**src/rtl/can_rx_sequencer.sv**
```systemverilog
// CAN receive-path sequencer: bit timing recovery, destuffing, CRC-15 check,
// acceptance filtering, ACK request and a one-entry valid/ready frame register.
module can_rx_sequencer #(
    parameter int          BIT_TICKS    = 16,
    parameter int          SAMPLE_POINT = 11,
    parameter logic [29:0] ACC_ID       = 30'h0,
    parameter logic [29:0] ACC_MASK     = 30'h0
) (
    input  logic        clk,
    input  logic        rst,
    input  logic        rx,
    output logic        rx_sync,
    output logic        cap_rst,
    output logic        cap_en,
    output logic        cap_ack,
    input  logic        cap_done,
    input  logic        cap_run_crc,
    input  logic [29:0] cap_address,
    input  logic [3:0]  cap_dlc,
    input  logic [63:0] cap_payload,
    output logic        frame_valid,
    input  logic        frame_ready,
    output logic [29:0] frame_id,
    output logic [3:0]  frame_dlc,
    output logic [63:0] frame_data,
    output logic        overrun,
    output logic        err_stuff,
    output logic        err_crc
);

    localparam int TW = $clog2(BIT_TICKS);
    localparam int IW = $clog2(11 * BIT_TICKS);
    localparam logic [TW-1:0] TICK_MAX = TW'(BIT_TICKS - 1);
    localparam logic [TW-1:0] TICK_SP  = TW'(SAMPLE_POINT);
    localparam logic [IW-1:0] IDLE_MAX = IW'(11 * BIT_TICKS - 1);

    typedef enum logic [1:0] {BUS_WAIT = 2'd0, IDLE = 2'd1, RECV = 2'd2, ABORT = 2'd3} state_t;

    function automatic logic [14:0] crc15_step(input logic [14:0] crc, input logic b);
        return {crc[13:0], 1'b0} ^ ((b ^ crc[14]) ? 15'h4599 : 15'h0000);
    endfunction

    state_t        state_r, state_s;
    logic          sync1_r, rx_prev_r;
    logic [TW-1:0] tick_r, tick_s;
    logic [IW-1:0] idle_cnt_r, idle_cnt_s;
    logic [14:0]   crc_r, crc_s;
    logic [2:0]    run_r, run_s;
    logic          last_bit_r, last_bit_s;
    logic          win_r, win_s;
    logic          seen_crc_r, seen_crc_s;
    logic          cap_en_s, ack_set_s, err_stuff_s, err_crc_s, done_s, load_s, drop_s;
    logic          fall_s, accept_s;
    logic [3:0]    dlc_clamp_s;

    assign fall_s      = rx_prev_r & ~rx_sync;
    assign accept_s    = (((cap_address ^ ACC_ID) & ACC_MASK) == 30'h0);
    assign dlc_clamp_s = (cap_dlc > 4'd8) ? 4'd8 : cap_dlc;

    // Next-state: bus idle detection, bit timing, destuffing and CRC tracking
    always_comb begin
        state_s     = state_r;
        tick_s      = tick_r;
        idle_cnt_s  = idle_cnt_r;
        crc_s       = crc_r;
        run_s       = run_r;
        last_bit_s  = last_bit_r;
        win_s       = win_r;
        seen_crc_s  = seen_crc_r;
        cap_en_s    = 1'b0;
        ack_set_s   = 1'b0;
        err_stuff_s = 1'b0;
        err_crc_s   = 1'b0;
        done_s      = 1'b0;
        case (state_r)
            BUS_WAIT: begin
                if (!rx_sync) begin
                    idle_cnt_s = '0;
                end else if (idle_cnt_r == IDLE_MAX) begin
                    idle_cnt_s = '0;
                    state_s    = IDLE;
                end else begin
                    idle_cnt_s = idle_cnt_r + IW'(1);
                end
            end
            IDLE: begin
                if (fall_s) begin
                    state_s    = RECV;
                    tick_s     = '0;
                    crc_s      = 15'h0000;
                    run_s      = 3'd0;
                    last_bit_s = 1'b0;
                    win_s      = 1'b1;
                    seen_crc_s = 1'b0;
                end else begin
                    state_s = IDLE;
                end
            end
            RECV: begin
                if ((fall_s && (tick_r > TICK_SP)) || (tick_r == TICK_MAX)) begin
                    tick_s = '0;
                end else begin
                    tick_s = tick_r + TW'(1);
                end
                if (tick_r == TICK_SP) begin
                    // Stuff check has priority: a stuff bit may trail the last CRC bit
                    if (win_r && (run_r == 3'd5)) begin
                        if (rx_sync == last_bit_r) begin
                            err_stuff_s = 1'b1;
                            state_s     = ABORT;
                        end else begin
                            run_s      = 3'd1;
                            last_bit_s = rx_sync;
                        end
                    end else if (win_r && seen_crc_r && !cap_run_crc) begin
                        win_s = 1'b0;
                        if (crc_r != 15'h0000) begin
                            err_crc_s = 1'b1;
                            state_s   = ABORT;
                        end else begin
                            cap_en_s  = 1'b1;
                            ack_set_s = accept_s;
                        end
                    end else begin
                        cap_en_s = 1'b1;
                        if (win_r) begin
                            run_s      = ((rx_sync == last_bit_r) && (run_r != 3'd0)) ? run_r + 3'd1 : 3'd1;
                            last_bit_s = rx_sync;
                            if (cap_run_crc) begin
                                seen_crc_s = 1'b1;
                                crc_s      = crc15_step(crc_r, rx_sync);
                            end else begin
                                crc_s = crc_r;
                            end
                        end else begin
                            run_s = run_r;
                        end
                        if (cap_done) begin
                            done_s  = 1'b1;
                            state_s = IDLE;
                        end else begin
                            state_s = RECV;
                        end
                    end
                end else begin
                    state_s = RECV;
                end
            end
            ABORT: begin
                state_s    = BUS_WAIT;
                idle_cnt_s = '0;
            end
            default: begin
                state_s = BUS_WAIT;
            end
        endcase
        load_s = done_s & cap_ack & (~frame_valid | frame_ready);
        drop_s = done_s & cap_ack & frame_valid & ~frame_ready;
    end

    // Synchronizer, FSM state and receive tracking registers
    always_ff @(posedge clk) begin
        if (rst) begin
            sync1_r    <= 1'b1;
            rx_sync    <= 1'b1;
            rx_prev_r  <= 1'b1;
            state_r    <= BUS_WAIT;
            tick_r     <= '0;
            idle_cnt_r <= '0;
            crc_r      <= 15'h0000;
            run_r      <= 3'd0;
            last_bit_r <= 1'b0;
            win_r      <= 1'b0;
            seen_crc_r <= 1'b0;
        end else begin
            sync1_r    <= rx;
            rx_sync    <= sync1_r;
            rx_prev_r  <= rx_sync;
            state_r    <= state_s;
            tick_r     <= tick_s;
            idle_cnt_r <= idle_cnt_s;
            crc_r      <= crc_s;
            run_r      <= run_s;
            last_bit_r <= last_bit_s;
            win_r      <= win_s;
            seen_crc_r <= seen_crc_s;
        end
    end

    // Registered capture controls, error pulses and the output frame register
    always_ff @(posedge clk) begin
        if (rst) begin
            cap_rst     <= 1'b1;
            cap_en      <= 1'b0;
            cap_ack     <= 1'b0;
            err_stuff   <= 1'b0;
            err_crc     <= 1'b0;
            overrun     <= 1'b0;
            frame_valid <= 1'b0;
            frame_id    <= 30'h0;
            frame_dlc   <= 4'd0;
            frame_data  <= 64'h0;
        end else begin
            cap_rst   <= (state_s != RECV);
            cap_en    <= cap_en_s;
            cap_ack   <= (state_s == RECV) && (cap_ack || ack_set_s);
            err_stuff <= err_stuff_s;
            err_crc   <= err_crc_s;
            overrun   <= overrun | drop_s;
            if (load_s) begin
                frame_valid <= 1'b1;
                frame_id    <= cap_address;
                frame_dlc   <= dlc_clamp_s;
                frame_data  <= cap_payload;
            end else if (frame_ready) begin
                frame_valid <= 1'b0;
            end
        end
    end

endmodule

```
**config.mk**
```make
export PLATFORM = sky130hd
export DESIGN_NAME = can_rx_sequencer
export DESIGN_NICKNAME = d
export VERILOG_FILES = /design/src/rtl/can_rx_sequencer.sv
export SDC_FILE = /design/constraint.sdc
export NUM_CORES = 1
export LEC_CHECK = 0
export ABC_AREA = 1
export CAP_MARGIN = 20
export CORE_MARGIN = 2
export CORE_UTILIZATION = 45
export CTS_BUF_LIST = sky130_fd_sc_hd__clkbuf_4 sky130_fd_sc_hd__clkbuf_8
export DETAILED_ROUTE_END_ITERATION = 8
export HOLD_SLACK_MARGIN = 0.15
export PLACE_DENSITY = 0.84
export SYNTH_ARGS = -nofsm -noshare
export SYNTH_HDL_FRONTEND = slang
export SYNTH_SLANG_ARGS = --single-unit
```
**constraint.sdc**
```tcl
create_clock -name clk -period 1.9 [get_ports clk]
set_input_delay 0.38 -clock clk [delete_from_list [all_inputs] [get_ports clk]]
set_output_delay 0.38 -clock clk [all_outputs]
set_load 0.05 [all_outputs]
```
==> metrics.yaml <==
crit_path_end_kind: "register"
drt_wl_total_mm: 15.59
track_usage_pct: 22.82
synth_compound_area_share_pct: 13.72
vias: 5490
htree_levels: 4
power.switching_w: 0.001919
hold_path.class: "in -> reg"
fin_area_sq_mm: 0.008387
area_growth_pct: 51.48
coreArea_sq_mm: 0.01201
die_area_sq_mm: 0.01321
antennaDiodeCount: 0
final_common_cell: "nand2_1"
arrival_ps: 2160
layout_common_cells: "nand2_1 (251), dfxtp_1 (143), a21oi_1 (127)"
crit_top_cell: "nor2_4"
grt_pass1_wl_mm: 23.90
fin_crit_ps: 1791
p_int_w: 0.005020
finalMaxSlewViolations: 0
crit_required_ps: 2270
path_cells: "ha_2, nand2_1, nor2_4, inv_2, nor2_4, inv_2, nor2_4, nand2_4, clkinv_8, clkbuf_16, nand2_1, a21oi_1"
skew_ps: 10.59
grt_max_degree: 61
synth_xor_area_share_pct: 2.215
cts.reportedPaths.clkPinSlew_ps: 80
synth_top_area_share_pct: 51.71
clock-root-buffer: "clkbuf_8"
holdWs_ps: 306.6
start_util_pct: 46.09
syn_inst: 722
hpwl_mm: 10.57
powerDensity_mw_per_mm2: 827.3
synth_area_per_cell_sq_um: 7.668
wl_per_cell_um: 13.97
p_comb_share_pct: 18.6
drc: 0
p_leak_nw: 3.468
worst_path_largest_cell_delay_ps: 340
slowest_stage: "dfxtp_1"
min_period_over_period_pct: 94.24
cp_top_family: "simple AND/OR/NAND/NOR gates"
cts.sinks: 143
synth.largest_area_cell: "dfxtp_1"
criticalPathCategory: "reg -> reg"
firstDrtPassIters: 6
cts_buffer_depth: 2
vias_per_cell: 4.919
clk_latency_ps: 440
cp-start-kind: "register"
antenna_found_initial: 0
relSlewSlack_pct: 65.33
timing.fmax_mhz: 558.5
yosys.area_share.simple_pct: 24.79
place_ws_ps: -136.8
report.power.total_w: 0.006939
die_h_um: 114.9
seqPwrFrac_pct: 45.2
synth-adder-area-share_pct: 2.034
synthTopCellsByArea: "dfxtp_1 (52%), nand2_1 (17%), a21oi_1 (11%), nor2_1 (2.6%), ha_1 (2.0%)"
num_rows: 40
grt_pass1_vias: 5022
postPlaceCellArea_sq_mm: 0.007895
ir_worst_vdd_mv: 0.5111
routabilityCongestion: 0.8370
worstPathMaxFanout: 23
clkPwrFrac_pct: 36.2
ant_nets: 0
status: "complete, no violations"
yosys_warnings: 0
synthMuxAreaShare_pct: 0
setup_viol: 0
synth_top_family_by_area: "simple AND/OR/NAND/NOR gates"
io_buffers: 209
netlist_area_sq_mm: 0.005537
io_pins: 210
switching_share_pct: 27.66
nFillCells: 996
drive_gt1_share_pct: 14.24
die_x_um: 114.9
grt_overflow: 0
dr.first_iter.drc_count: 326
synthesis.nets: 835
hold_viol_final: 0
final_nets: 1069
path_buf_inv: 4
numCtsBuffers: 17
synth_cell_type_count: 33
yosys_register_bits: 143
seq_area_frac_synth_pct: 51.71
hold_buffers: 0
cts_tree: "done"
worst_pin_slew_ps: 522.1
fin_ws_ps: 109.5
cap_violations: 0
-- cell usage after synthesis (all sizes together) --
master,instances
nor2,42
nor3,6
a211oi,2
xnor2,2
or2,8
and3,1
a31oi,1
nand2,253
o21ai,11
xor2,12
nand4,5
a21oi,127
buf,16
nand3,23
clkbuf,23
ha,9
o211ai,1
inv,31
o31ai,1
o21a,1
a21boi,2
o22ai,1
clkinv,1
dfxtp,143
-- worst paths after layout --
path / slack, ps / startpoint / endpoint / cells past startpoint
max: 110 / tick_r[1] / frame_data[54] / 12
min: 310 / rst / crc_r[14] / 2
max reg2reg: 110 / tick_r[1] / frame_data[54] / 12
min reg2reg: 460 / sync1_r / rx_sync / 1
-- sequential cells by signal, summed over array words and instances, names as in the netlist, 2 cells and up --
register,cells
idle_cnt_r,8
frame_id,30
crc_r,15
frame_data,64
tick_r,4
state_r,2
run_r,3
frame_dlc,4
-- per-stage QoR --
step / setup TNS (ps) / util [%] / std cells
2_1_floorplan: 0 / - / 722
3_3_place_gp: -5752 / 65.73 / 1077
3_5_place_dp: -10650 / 65.73 / 1077
4_1_cts: 0 / 68.55 / 1109
5_1_grt: -0.05107 / 69.82 / 1116
6_report: 0 / 69.82 / 1116
-- worst register-to-register path, delay by kind of cell (launching register included) --
family | cells | cell delay [ps]
buffers and inverters | 4 | 430
AND/OR/NAND/NOR | 6 | 610
adder cells (fa/ha/maj) | 1 | 180
flip-flops | 1 | 340
AO/OA/AOI/OAI | 1 | 150
-- cell families after synthesis --
group                      Yosys count
xor gates and xnor gates            14
AOI/OAI and AO/OA                  147
DFF                                143
buffers and inverters               71
and+or+nand+nor                    338
adders and majority gates            9
-- power by group through the flow --
| stage | combinational, W | sequential (W) | clock [W] |
|---|---|---|---|
| floorplan | 0.000612 | 0.00324 | 0 |
| global placement | 0.00119 | 0.00320 | 0 |
| detailed placement | 0.00121 | 0.00321 | 0 |
| CTS | 0.00123 | 0.00314 | 0.00257 |
| global route | 0.00141 | 0.00315 | 0.00273 |
| finish | 0.00129 | 0.00314 | 0.00251 |
-- cell type report --
cell class              count  area [sq um]  area share (%)
flip-flops and latches    143          2863           34.13
inverters                  32         132.6           1.581
clock buffers              19         255.2           3.043
repair buffers            254          2395           28.55
clock inverters            13         162.7           1.939
multi-input cells         508          2395           28.55
well taps                 147         183.9           2.193
-- layer usage --
metal,global-route usage (%),part of all wire (%),up-vias
li1,-,-,2784
met5,0,0,-
met4,6.667,1.5,0
met1,27.36,42,2489
met3,10.81,7.7,22
met2,36.67,49,195
-- timing repair --
action                     4_1_cts  5_1_grt
cloned                           0        3
setup endpoints to repair       66       83
resized for setup               66       15
pin swaps                        0        2
buffers inserted                 0        4
Note: power is estimated with default switching activity, not from simulation.
